[config.mk]
export PLATFORM = sky130hd
export DESIGN_NAME = hir_mac_pipe_flat
export DESIGN_NICKNAME = d
export VERILOG_FILES = /design/src/rtl/hir_mac_pipe_if.sv /design/src/rtl/hir_mac_pipe.sv /design/src/flat_wrapper.sv
export SDC_FILE = /design/constraint.sdc
export NUM_CORES = 2
export LEC_CHECK = 0
export ABC_AREA = 1
export BUFFER_PORTS_ARGS = -buffer_cell sky130_fd_sc_hd__buf_2
export CAP_MARGIN = 20
export CORE_MARGIN = 4
export CORE_UTILIZATION = 30
export CTS_CLUSTER_DIAMETER = 100
export CTS_CLUSTER_SIZE = 30
export DETAILED_ROUTE_END_ITERATION = 10
export GPL_TIMING_DRIVEN = 0
export PLACE_DENSITY_LB_ADDON = 0.15
export SLEW_MARGIN = 40
export SYNTH_ARGS = -nofsm -noshare
export SYNTH_HDL_FRONTEND = slang
export SYNTH_SLANG_ARGS = --single-unit
[constraint.sdc]
create_clock -name clk -period 17.35 [get_ports clk]
set_input_delay 3.47 -clock clk [delete_from_list [all_inputs] [get_ports clk]]
set_output_delay 3.47 -clock clk [all_outputs]
set_load 0.005 [all_outputs]
[src/rtl/hir_mac_pipe_if.sv]
// Issue/result bundle for hir_mac_pipe: operands and control in, result, valid and overflow out.
// The producer/consumer side uses master; the MAC unit uses slave.
interface hir_mac_pipe_if #(
  parameter int WIDTH     = 32,
  parameter int ACC_WIDTH = 64
);
  logic                 t;
  logic [WIDTH-1:0]     a;
  logic [WIDTH-1:0]     b;
  logic                 acc_en;
  logic                 acc_clr;
  logic [ACC_WIDTH-1:0] result;
  logic                 result_valid;
  logic                 acc_ovf;

  modport master (
    output t, a, b, acc_en, acc_clr,
    input  result, result_valid, acc_ovf
  );

  modport slave (
    input  t, a, b, acc_en, acc_clr,
    output result, result_valid, acc_ovf
  );
endinterface

[src/rtl/hir_mac_pipe.sv]
// Fully pipelined multiply / multiply-accumulate unit with a fixed issue-to-result latency.
// Operands are captured on issue, multiplied across the middle stages and folded into the accumulator in the last stage.
module hir_mac_pipe #(
  parameter int WIDTH     = 32,
  parameter int ACC_WIDTH = 64,
  parameter int LATENCY   = 3,
  parameter int SIGNED    = 1
) (
  input  logic           clk,
  input  logic           rst,
  hir_mac_pipe_if.slave  bus
);
  localparam int PW  = 2 * WIDTH;
  localparam int MSB = ACC_WIDTH - 1;

  generate
    if (WIDTH < 1) begin : g_bad_width
      $error("hir_mac_pipe: WIDTH must be >= 1");
    end
    if (ACC_WIDTH < PW) begin : g_bad_acc_width
      $error("hir_mac_pipe: ACC_WIDTH must be >= 2*WIDTH");
    end
    if (LATENCY < 1) begin : g_bad_latency
      $error("hir_mac_pipe: LATENCY must be >= 1");
    end
  endgenerate

  function automatic logic [ACC_WIDTH-1:0] ext_product(input logic [WIDTH-1:0] x,
                                                       input logic [WIDTH-1:0] y);
    logic signed [PW-1:0] sx;
    logic signed [PW-1:0] sy;
    logic        [PW-1:0] p;
    if (SIGNED != 0) begin
      sx = PW'($signed(x));
      sy = PW'($signed(y));
      p  = sx * sy;
      return ACC_WIDTH'($signed(p));
    end else begin
      p = PW'(x) * PW'(y);
      return ACC_WIDTH'(p);
    end
  endfunction

  logic [WIDTH-1:0]     a_r, b_r;
  logic                 v0_r, en0_r, clr0_r;
  logic [ACC_WIDTH-1:0] prod_s;
  logic [ACC_WIDTH-1:0] fin_prod_s;
  logic                 fin_v_s, fin_en_s, fin_clr_s;

  // Issue stage: operands load only on t so idle-cycle garbage never reaches the multiplier.
  always_ff @(posedge clk or posedge rst) begin
    if (rst) begin
      a_r    <= '0;
      b_r    <= '0;
      v0_r   <= 1'b0;
      en0_r  <= 1'b0;
      clr0_r <= 1'b0;
    end else begin
      v0_r <= bus.t;
      if (bus.t) begin
        a_r    <= bus.a;
        b_r    <= bus.b;
        en0_r  <= bus.acc_en;
        clr0_r <= bus.acc_clr;
      end
    end
  end

  assign prod_s = ext_product(a_r, b_r);

  generate
    if (LATENCY == 1) begin : g_single
      assign fin_prod_s = prod_s;
      assign fin_v_s    = v0_r;
      assign fin_en_s   = en0_r;
      assign fin_clr_s  = clr0_r;
    end else begin : g_chain
      logic [ACC_WIDTH-1:0] pp_r [1:LATENCY-1];
      logic [LATENCY-1:1]   pv_r, pe_r, pc_r;

      // Product and control travel together through the intermediate stages.
      always_ff @(posedge clk or posedge rst) begin
        if (rst) begin
          for (int i = 1; i < LATENCY; i++) begin
            pp_r[i] <= '0;
          end
          pv_r <= '0;
          pe_r <= '0;
          pc_r <= '0;
        end else begin
          pp_r[1] <= prod_s;
          pv_r[1] <= v0_r;
          pe_r[1] <= en0_r;
          pc_r[1] <= clr0_r;
          for (int i = 2; i < LATENCY; i++) begin
            pp_r[i] <= pp_r[i-1];
            pv_r[i] <= pv_r[i-1];
            pe_r[i] <= pe_r[i-1];
            pc_r[i] <= pc_r[i-1];
          end
        end
      end

      assign fin_prod_s = pp_r[LATENCY-1];
      assign fin_v_s    = pv_r[LATENCY-1];
      assign fin_en_s   = pe_r[LATENCY-1];
      assign fin_clr_s  = pc_r[LATENCY-1];
    end
  endgenerate

  logic [ACC_WIDTH-1:0] acc_r, res_r;
  logic                 valid_r, ovf_r;
  logic [ACC_WIDTH:0]   sum_ext_s;
  logic                 ovf_det_s;
  logic [ACC_WIDTH-1:0] acc_nxt_s, res_nxt_s;
  logic                 ovf_nxt_s;

  // Final stage: all accumulator reads and writes happen here, so back-to-back accumulates never race.
  always_comb begin
    sum_ext_s = {1'b0, acc_r} + {1'b0, fin_prod_s};
    if (SIGNED != 0) begin
      ovf_det_s = (acc_r[MSB] == fin_prod_s[MSB]) && (sum_ext_s[MSB] != acc_r[MSB]);
    end else begin
      ovf_det_s = sum_ext_s[ACC_WIDTH];
    end
    acc_nxt_s = acc_r;
    res_nxt_s = res_r;
    ovf_nxt_s = ovf_r;
    if (fin_v_s) begin
      if (!fin_en_s) begin
        res_nxt_s = fin_prod_s;
      end else if (fin_clr_s) begin
        acc_nxt_s = fin_prod_s;
        res_nxt_s = fin_prod_s;
        ovf_nxt_s = 1'b0;
      end else begin
        acc_nxt_s = sum_ext_s[MSB:0];
        res_nxt_s = sum_ext_s[MSB:0];
        ovf_nxt_s = ovf_r | ovf_det_s;
      end
    end else begin
      ovf_nxt_s = ovf_r;
    end
  end

  // Accumulator and registered outputs; result holds between valid pulses.
  always_ff @(posedge clk or posedge rst) begin
    if (rst) begin
      acc_r   <= '0;
      res_r   <= '0;
      valid_r <= 1'b0;
      ovf_r   <= 1'b0;
    end else begin
      acc_r   <= acc_nxt_s;
      res_r   <= res_nxt_s;
      valid_r <= fin_v_s;
      ovf_r   <= ovf_nxt_s;
    end
  end

  assign bus.result       = res_r;
  assign bus.result_valid = valid_r;
  assign bus.acc_ovf      = ovf_r;
endmodule

[src/flat_wrapper.sv]
// flat-port wrapper written by rule: the top's interface ports become plain ports
module hir_mac_pipe_flat 
#(
  parameter int WIDTH     = 32,
  parameter int ACC_WIDTH = 64,
  parameter int LATENCY   = 3,
  parameter int SIGNED    = 1
)
  (clk, rst, bus_t, bus_a, bus_b, bus_acc_en, bus_acc_clr, bus_result, bus_result_valid, bus_acc_ovf);
  hir_mac_pipe_if #(.WIDTH(WIDTH), .ACC_WIDTH(ACC_WIDTH)) bus_i ();
  input  logic clk;
  input  logic rst;
  input wire logic [$bits(bus_i.t)-1:0] bus_t;
  input wire logic [$bits(bus_i.a)-1:0] bus_a;
  input wire logic [$bits(bus_i.b)-1:0] bus_b;
  input wire logic [$bits(bus_i.acc_en)-1:0] bus_acc_en;
  input wire logic [$bits(bus_i.acc_clr)-1:0] bus_acc_clr;
  output wire logic [$bits(bus_i.result)-1:0] bus_result;
  output wire logic [$bits(bus_i.result_valid)-1:0] bus_result_valid;
  output wire logic [$bits(bus_i.acc_ovf)-1:0] bus_acc_ovf;
  assign bus_i.t = bus_t;
  assign bus_i.a = bus_a;
  assign bus_i.b = bus_b;
  assign bus_i.acc_en = bus_acc_en;
  assign bus_i.acc_clr = bus_acc_clr;
  assign bus_result = bus_i.result;
  assign bus_result_valid = bus_i.result_valid;
  assign bus_acc_ovf = bus_i.acc_ovf;
  hir_mac_pipe #(.WIDTH(WIDTH), .ACC_WIDTH(ACC_WIDTH), .LATENCY(LATENCY), .SIGNED(SIGNED)) u_core (.clk(clk), .rst(rst), .bus(bus_i));
endmodule
==> impl_metrics.ini <==
[outcome]
outcome = finished, final reports clean

[yosys]
synth_edf_count = 0
ys_ff_latch = 331
yosysUniqueCellTypes = 48
yosysSeqAreaShare = 0.149
ys.flop_type = dfrtp_1
syn-num-nets = 8439
syn_area_um2 = 55500
synthArstFlopShare = 1.00
synth_cells = 7040
yosysWarnings = 0
avgSynthCellArea_um2 = 7.89

[timing]
maxSlewViolCount = 0
maxSlewHeadroom = 0.375
finalHoldWorstSlack_ns = 0.299
fin_ws_ns = 7.78
fin_tns_setup_ns = 0
worst_pin_slew_ns = 0.937
rsz0062_at_grt = no
post-route-period-util = 0.551
setup_viol = 0
maxClockFrequency_ghz = 0.105
clock_skew_ns = 0.0497
fin_crit_ns = 9.57
finalHoldViolCount = 0

[min_path]
hold_class = flip-flop to flip-flop

[finish]
drive_gt1_frac = 0.0723
seq_area_um2 = 8280
area_growth_pct = 9.48
nFillCells = 19800
stdcell_area_um2 = 60800
nNetsFinal = 8611
multiInputGateArea_um2 = 38900

[place]
io_buffers = 134
globalplace.congestion = 0.980
place_area_um2 = 59600
place_ws_ns = 7.66
dp_hpwl_um = 204000

[setup_path]
cpPeakStageDelay_ns = 0.97
cpMostUsedCell = fa_1
cp.required_ns = 17.87
worstPathArrival_ns = 10.08
worst-path-max-fanout = 11
end_kind = flip-flop
crit_slowest_cell = fa_1
path_class = flip-flop to flip-flop
start_kind = flip-flop

[clocking]
cts.hold.buffers_added = 0
cts.reportedPaths.clkPinSlew_ns = 0.12
post_cts_buffers = 0
post_cts_resize_count = 0
clock_latency_ns = 0.70
htree_levels = 1
cts.sinks = 331
cts_tree = yes
cts_made_buffers = 26
root_buffer = clkbuf_16
clockBufferDepth = 3

[die]
num_rows = 157
die_h_um = 438
dieArea_um2 = 192000
die_x_um = 438
io_pins = 135
initial_utilization = 0.302
design.core.area_um2 = 184000

[global_route]
grt_pass1_wl_um = 342000
overflow = 0
grt_util_all_layers = 0.249
grt_pass1_vias = 47400
grt_max_degree = 81
antenna_found_initial = 11

[routing]
ant_nets = 0
drtPass1Iterations = 6
vias_per_cell = 4.69
routed_wirelength_um = 239000
wl_per_cell_um = 24.7
num_vias = 45500
drc = 0
drtIter0Drc = 3332

[run]
cap_violations = 0
-- cell usage in the layout, fill, tap and decap left out, types with 5 or more instances in the layout --
cell type / Yosys / routed
o21a_1: 8 / 8
nand3_2: 11 / 11
mux2_2: 59 / 59
buf_16: 0 / 5
a21oi_1: 181 / 181
a21boi_0: 8 / 8
o21ai_1: 11 / 11
inv_2: 14 / 15
clkbuf_2: 0 / 141
nand4_1: 36 / 36
buf_2: 4 / 141
clkinv_16: 0 / 10
nand2_2: 41 / 41
inv_16: 0 / 5
nor2_1: 267 / 265
fa_1: 1083 / 1082
xor2_1: 64 / 64
a21o_1: 8 / 8
o211ai_1: 14 / 14
o21ai_0: 123 / 123
inv_1: 1927 / 1925
nor3_1: 21 / 21
nand3_1: 171 / 171
dfrtp_1: 331 / 331
and3_1: 6 / 6
nor2_2: 33 / 35
a21oi_2: 7 / 7
o21bai_1: 18 / 18
clkbuf_1: 285 / 146
ha_1: 247 / 247
nand3b_1: 5 / 5
xnor2_1: 18 / 18
nand2_1: 2000 / 2000
clkbuf_16: 0 / 26
-- cells in the mapped netlist (21+ instances only) --
| cell | number | share of area |
|---|---|---|
| a21oi_1 | 181 | 0.016 |
| clkbuf_1 | 285 | 0.019 |
| ha_1 | 247 | 0.056 |
| dfrtp_1 | 331 | 0.15 |
| nand2_1 | 2000 | 0.14 |
| inv_1 | 1927 | 0.13 |
| o21ai_0 | 123 | 0.011 |
| nand4_1 | 36 | 0.0041 |
| mux2_2 | 59 | 0.012 |
| nand2_2 | 41 | 0.0046 |
| fa_1 | 1083 | 0.39 |
| nor2_1 | 267 | 0.018 |
| nor3_1 | 21 | 0.0019 |
| xor2_1 | 64 | 0.010 |
| nor2_2 | 33 | 0.0037 |
| nand3_1 | 171 | 0.015 |
-- critical path, delay by kind of cell (launching register included) --
kind                       cells  cell delay (ns)
and+or+nand+nor                2             0.27
xor gates and xnor gates       1             0.50
buffers and inverters          9             2.32
DFF                            1             0.34
AOI/OAI and AO/OA              4             0.98
adders and majority gates      9             4.95
-- cell families (layout without fill, tap and decap cells) --
family          after synthesis  in the layout  share of synthesized area
compound gates              389            389                     0.0387
fa+ha+maj                  1330           1330                      0.446
buf+inv                    2239           2430                      0.151
flops                       331            331                      0.149
xor+xnor                     82             82                     0.0129
mux                          59             59                     0.0120
simple gates               2610           2610                      0.190
other cells                   0              4                          0
-- registers in the layout, summed over array words and instances (netlist names) --
signal,count
u_core.b_r,32
u_core.g_chain.pe_r,2
u_core.g_chain.pc_r,2
u_core.clr0_r,1
u_core.bus.result_valid,1
u_core.v0_r,1
u_core.acc_r,64
u_core.a_r,32
u_core.fin_prod_s,64
u_core.g_chain.pp_r,64
u_core.g_chain.pv_r,2
u_core.bus.acc_ovf,1
u_core.en0_r,1
u_core.bus.result,64
-- layout make-up --
class	count	share of cell area
buffer	294	0.0212
timing repair buffer	144	0.0141
tap	2464	0.0507
inverter	1945	0.120
clock buffer	28	0.0108
sequential	331	0.136
multi-input combinational	4470	0.639
clock inverter	19	0.00763
antenna	4	0.000165
-- routing by layer --
layer	vias up	track usage	wire, µm
li1	20400	-	-
met2	1400	0.417	113000
met4	0	0.113	13800
met5	-	0	0
met1	23300	0.326	99900
met3	361	0.0248	12600
-- through the flow --
step,instances,util
after floorplan,7040,-
after global placement,9638,0.323
after detailed placement,9644,0.325
after CTS,9691,0.331
after global routing,9695,0.331
final,9699,0.331
-- final timing paths --
path / slack (ns) / endpoint / from / cells after the start
max in group asynchronous: 13.69 / u_core.bus.result[41] / rst / 3
min in group asynchronous: 2.80 / u_core.a_r[31] / rst / 2
hold / removal: 0.30 / u_core.fin_prod_s[33] / u_core.g_chain.pp_r[97] / 0
setup / recovery: 7.78 / u_core.g_chain.pp_r[118] / u_core.b_r[7] / 25
hold reg to reg: 0.30 / u_core.fin_prod_s[33] / u_core.g_chain.pp_r[97] / 0
setup reg to reg: 7.78 / u_core.g_chain.pp_r[118] / u_core.b_r[7] / 25
Power is not shown: default switching activity piles up to over one toggle a cycle in this logic, so the estimate is an artifact.
